==> config.mk <==
export PLATFORM = sky130hd
export DESIGN_NAME = serial_add_sub
export DESIGN_NICKNAME = d
export VERILOG_FILES = /design/src/rtl/serial_add_sub.sv
export SDC_FILE = /design/constraint.sdc
export NUM_CORES = 1
export LEC_CHECK = 0
export CORE_ASPECT_RATIO = 1.5
export CORE_MARGIN = 5
export CORE_UTILIZATION = 60
export DETAILED_ROUTE_END_ITERATION = 6
export DONT_BUFFER_PORTS = 1
export PLACE_DENSITY = 0.76
export SLEW_MARGIN = 10
export SYNTH_ARGS = -nofsm -noshare
export SYNTH_HDL_FRONTEND = slang
export SYNTH_SLANG_ARGS = --single-unit
==> constraint.sdc <==
create_clock -name clk -period 4.51 [get_ports clk]
set_input_delay 0.902 -clock clk [delete_from_list [all_inputs] [get_ports clk]]
set_output_delay 0.902 -clock clk [all_outputs]
set_load 0.02 [all_outputs]
==> src/rtl/serial_add_sub.sv <==
// Digit-serial adder/subtractor: DIGIT bits per clock, LSB first, registered carry
// between digits, start/done handshake with registered result and flags.
module serial_add_sub #(
    parameter int unsigned WIDTH = 32,
    parameter int unsigned DIGIT = 4
) (
    input  logic             clk,
    input  logic             rst_n,
    input  logic             start,
    input  logic             sub,
    input  logic [WIDTH-1:0] a,
    input  logic [WIDTH-1:0] b,
    output logic             busy,
    output logic             done,
    output logic [WIDTH-1:0] result,
    output logic             carry_out,
    output logic             overflow,
    output logic             zero
);

    localparam int unsigned N  = WIDTH / DIGIT;
    localparam int unsigned CW = (N > 1) ? $clog2(N) : 1;

    typedef enum logic [1:0] {IDLE, RUN, DONE} state_t;

    state_t           state, state_nx;
    logic [WIDTH-1:0] opa, opa_nx, opb, opb_nx, acc, acc_nx;
    logic             carry, carry_nx;
    logic [CW-1:0]    cnt, cnt_nx;
    logic             busy_nx, done_nx, cout_nx, ovf_nx, zero_nx;
    logic [WIDTH-1:0] result_nx;
    logic [DIGIT-1:0] da, db;
    logic [DIGIT:0]   dsum;
    int unsigned      idx;

    // State, operand, accumulator and output registers
    always_ff @(posedge clk) begin
        if (!rst_n) begin
            state     <= IDLE;
            opa       <= '0;
            opb       <= '0;
            acc       <= '0;
            carry     <= 1'b0;
            cnt       <= '0;
            busy      <= 1'b0;
            done      <= 1'b0;
            result    <= '0;
            carry_out <= 1'b0;
            overflow  <= 1'b0;
            zero      <= 1'b0;
        end else begin
            state     <= state_nx;
            opa       <= opa_nx;
            opb       <= opb_nx;
            acc       <= acc_nx;
            carry     <= carry_nx;
            cnt       <= cnt_nx;
            busy      <= busy_nx;
            done      <= done_nx;
            result    <= result_nx;
            carry_out <= cout_nx;
            overflow  <= ovf_nx;
            zero      <= zero_nx;
        end
    end

    // Next-state, digit datapath and output-register loads
    always_comb begin
        state_nx  = state;
        opa_nx    = opa;
        opb_nx    = opb;
        acc_nx    = acc;
        carry_nx  = carry;
        cnt_nx    = cnt;
        busy_nx   = 1'b0;
        done_nx   = 1'b0;
        result_nx = result;
        cout_nx   = carry_out;
        ovf_nx    = overflow;
        zero_nx   = zero;
        idx       = 32'(cnt) * DIGIT;
        da        = '0;
        db        = '0;
        dsum      = '0;

        case (state)
            IDLE: begin
                if (start) begin
                    opa_nx   = a;
                    opb_nx   = sub ? ~b : b;
                    carry_nx = sub;
                    cnt_nx   = '0;
                    busy_nx  = 1'b1;
                    state_nx = RUN;
                end
            end
            RUN: begin
                da   = opa[idx +: DIGIT];
                db   = opb[idx +: DIGIT];
                dsum = {1'b0, da} + {1'b0, db} + (DIGIT+1)'(carry);
                acc_nx[idx +: DIGIT] = dsum[DIGIT-1:0];
                carry_nx = dsum[DIGIT];
                if (cnt == CW'(N - 1)) begin
                    // acc_nx already holds the final digit here
                    result_nx = acc_nx;
                    cout_nx   = dsum[DIGIT];
                    ovf_nx    = opa[WIDTH-1] ^ opb[WIDTH-1] ^ acc_nx[WIDTH-1] ^ dsum[DIGIT];
                    zero_nx   = (acc_nx == '0);
                    done_nx   = 1'b1;
                    cnt_nx    = '0;
                    state_nx  = DONE;
                end else begin
                    cnt_nx  = cnt + CW'(1);
                    busy_nx = 1'b1;
                end
            end
            DONE: begin
                state_nx = IDLE;
            end
            default: begin
                state_nx = IDLE;
            end
        endcase
    end

endmodule

; Word-level counts from Yosys, hierarchy flattened
; Cells that the tools add are included.
[totals]
register_bits = 139
latch_bits = 0
ram_bits = 0
rom_bits = 0
wordCells = 50
n_memories = 0
[op_classes]
addsub = 4
n_mul = 0
div_mod_pow = 0
n_lt_le_gt_ge = 0
eq_ne = 4
shifts = 4
mux = 14
bitwise = 4
n_reduce_logical = 8
[ops]
columns = cell, count
row1 = $shiftx 32x6->4, 2
row2 = $neg 5->34, 1
row3 = $shift 4x34->32 const A, 1
row4 = $shiftx 4x34->32, 1
row5 = $bwmux 32, 1
row6 = $logic_not 32->1, 1
row7 = $mux 32, 1
row8 = $not 32->32, 1
row9 = $reduce_and 2->1, 5
row10 = $mux 3, 2
row11 = $pmux 3 s2, 1
row12 = $add 4x4->5, 1
row13 = $add 5x1->5, 1
row14 = $mux 1, 4
row15 = $mux 2, 2
row16 = $ne 2x2->1 const B, 2
row17 = $pmux 1 s2, 2
row18 = $pmux 2 s2, 1
row19 = $add 3x1->3 const B, 1
row20 = $eq 3x3->1 const B, 1
row21 = $xor 1x1->1, 3
row22 = $eq 2x1->1 const B, 1
row23 = $logic_not 2->1, 1
row24 = $reduce_bool 2->1, 1

; Depth between registers and ports, before layout
[logic_depth]
ltp_word = 7
mapped_depth = 14

; Worst setup path after synthesis
; Ideal clock, no wire load.
[synth_timing]
path_kind = register to register
from = register cnt[0]
to = register zero
setup_time_ns = 0.069
arrival_ns = 3.789
required_time_ns = 4.441
setup_slack_ns = 0.652
stages_incl_launch_ff = 15
n_path_buf = 2
cell_sequence = dfxtp_1 -> buf_2 -> buf_2 -> mux4_2 -> nand2_1 -> nand2_1 -> fa_1 -> inv_1 -> fa_1 -> xor2_2 -> nor2_1 -> nor4b_1 -> o311ai_1 -> or4_1 -> o21ai_1
[synth_via]
elab_chain_cells = 6
word_cells_on_any_way = 11
cone_classes = 3 x add/sub / 1 x eq/ne / 4 x shift / 1 x mux / 2 x reduce/logical
[synth_lines]
columns = item, line_no
row1 = "start, declared", 29  ; logic [CW-1:0] cnt, cnt_nx;
row2 = "start signal, assigned", 57  ; cnt <= cnt_nx;
row3 = "$shiftx 32x6->4, on equally long branches", "98, 99"
row4 = $add 4x4->5, 100  ; dsum = {1'b0, da} + {1'b0, db} + (DIGIT+1)'(carry);
row5 = $add 5x1->5, 100
row6 = $shiftx 4x34->32, 101  ; acc_nx[idx +: DIGIT] = dsum[DIGIT-1:0];
row7 = $bwmux 32, 101
row8 = $logic_not 32->1, 108  ; zero_nx = (acc_nx == '0);
row9 = "end signal, assigned", 63  ; zero <= zero_nx;
row10 = "end, declared", 18  ; output logic zero
; Parallel ways exist; a longest one is shown, timed or not.
; A chain may end at the register's enable or synchronous reset.

; Final worst setup path
; Ends and elaborated chain as after synthesis.

==> metrics.cfg <==
[final_layout]
fin_cells=892
nNetsFinal=816
drive_gt1_share_pct=8.96
final_util_pct=67.2
n_antenna_cell=0
area_delta_synth_final_pct=10.0

[cts]
clock-root-buffer=clkbuf_16
numCtsBuffers=17
clkTransAtPathRegs_ns=0.06
cts_resized=0
cts_max_path_buffers=2
post-cts-setup-buffers=0
clock_latency_ns=0.42
holdBufCountCts=0
cts_max_level=4
cts_tree=done
clock-sinks=139

[synth]
synth_flop_cell=dfxtp_1
ys_ff_latch=139
synth_xor_area_share_pct=5.26
synth_edf_count=0
syn_inst=767
synth_top_family_by_area=simple AND/OR/NAND/NOR gates
synth_commonest_cells=dfxtp_1, nor2_1, nand2_1
synth_adder_area_share_pct=2.55
syn_avg_cell_area_um2=8.44
synth-compound-area-share_pct=17.0
yosysSeqAreaShare_pct=43.0
synth_area_leaders=dfxtp_1, nor2_1, a211oi_1
synth_top_area_share_pct=43.0
synthMuxAreaShare_pct=7.58
synth_largest_area_cell=dfxtp_1
synthArstFlopShare_pct=0
syn-num-nets=847
synth-simple-area-share_pct=20.3
ys_types=51
netlist_area_mm2=0.00647
yosys_warnings=0
yosysMostFrequentCell=dfxtp_1

[outcome]
outcome=complete, no violations

[global_route]
grt_pass1_wl_um=25100
antenna_found_initial=0
track_usage_pct=24.9
overflow=0
grt_max_degree=68
grt_pass1_vias=5294

[die]
dieArea_mm2=0.0130
row_count=46
die_w_um=94.8
initial_core_util_pct=61.1
core-area_mm2=0.0106
die_y_um=137
io_pins=105

[drt]
routed_wl_um=15500
vias=5288
drt-pass1-iter-count=5
viasPerCell=5.93
ant_nets=0
routedWlPerCell_um=17.4
drt_iter0_drc=324
post-route-drc-count=0

[worst_setup_path]
cp_data_arrival_time_ns=4.28
crit_required_ns=4.86
crit_type=register to register
endpoint_kind=register
rr_worst_depth=12
cp_max_fo=10
startpoint_type=register

[pwr]
p_per_area_mw_per_mm2=446
ir_worst_vdd_uv=287
leakagePower_nw=2.53

[sta]
relSlewSlack_pct=23.9
rsz0062_at_grt=no
fin_setup_tns_ns=0
fin_worst_skew_ns=0.00534
setup_viol_count_final=0
tightest_slew_ns=1.14
fmax_mhz=254
fin_crit_ns=3.93
hold_viol=0
finalCritPeriodShare_pct=87.2
finalMaxSlewViolations=0

[placement]
dpl.cell_count=861
dpl.hpwl_um=10900
gp_congestion=0.899
port_buffers=0

[worst_hold_path]
hold_depth=2
hp-class=register to register

[flow_run]
cap_violations=0

worst paths after layout:
kind | start | to | slack [ns]
hold / removal | opa[8] | opa[8] | 0.46
setup reg to reg | cnt[0] | zero | 0.58
setup / recovery | cnt[0] | zero | 0.58
hold reg to reg | opa[8] | opa[8] | 0.46
cell usage in the layout, fill, tap and decap left out, drive strengths merged, types with 13 or more instances in the layout:
cell	netlist	final
mux4	16	16
a21oi	58	58
mux2i	13	13
a211oi	61	61
nor2	130	130
o21ai	19	19
nand2	121	121
xnor2	35	35
nor3	26	26
dfxtp	139	139
clkbuf	49	22
kinds of logic (layout without fill, tap and decap cells):
group | count (synthesis) | count (layout)
AND/OR/NAND/NOR | 311 | 311
AO/OA/AOI/OAI | 167 | 167
XOR/XNOR | 38 | 38
adder cells (fa/ha/maj) | 12 | 12
multiplexers | 29 | 29
buffers and inverters | 71 | 52
flip-flops | 139 | 139
final cells by class:
cell class | count | area (um2)
Inverter | 10 | 38.8
Fill cell | 887 | 3470
Multi-Input combinational cell | 557 | 3410
Clock buffer | 22 | 484
Clock inverter | 9 | 136
Timing Repair Buffer | 11 | 82.6
Sequential cell | 139 | 2780
Tap cell | 144 | 180
critical path: stages (launching register included):
cell and delay [ns]:
dfxtp_1 0.69, mux4_2 0.57, nand2_1 0.08, nand2_1 0.07, fa_1 0.42, inv_1 0.10, fa_1 0.27, xor2_2 0.41
nor2_1 0.19, nor4b_1 0.34, o311ai_1 0.14, or4_1 0.44, o21ai_1 0.14
metrics by stage:
stage	total power, W	hold slack, ns	area, um2	worst slack [ns]
after global routing	0.00329	0.477	7120	0.261
after CTS	0.00319	0.457	7120	0.565
final	0.00318	0.459	7120	0.579
after floorplan	0.00166	0.433	6470	0.652
after detailed placement	0.00175	0.445	6500	0.612
after global placement	0.00173	0.442	6500	0.698
routing by layer:
metal | global-route usage (%) | part of all wire, % | up-vias
met5 | 0 | 0 | -
met4 | 12.2 | 3.3 | 0
met3 | 5.90 | 5.9 | 45
met2 | 43.9 | 52 | 181
met1 | 27.6 | 38 | 2458
li1 | - | - | 2604
sequential cells by signal, summed over array words and instances, names as in the netlist:
register / flops
state: 2
carry_out: 1
cnt: 3
result: 32
acc: 32
busy: 1
carry: 1
done: 1
opb: 32
zero: 1
opa: 32
overflow: 1
power by group:
group	leakage, nW	internal, W	total [W]	switching (W)
Sequential	1.14	0.00129	0.00134	0.0000446
Combinational	1.09	0.000153	0.000388	0.000236
Clock	0.299	0.000927	0.00145	0.000523
Note: power is estimated with default switching activity, not from simulation.
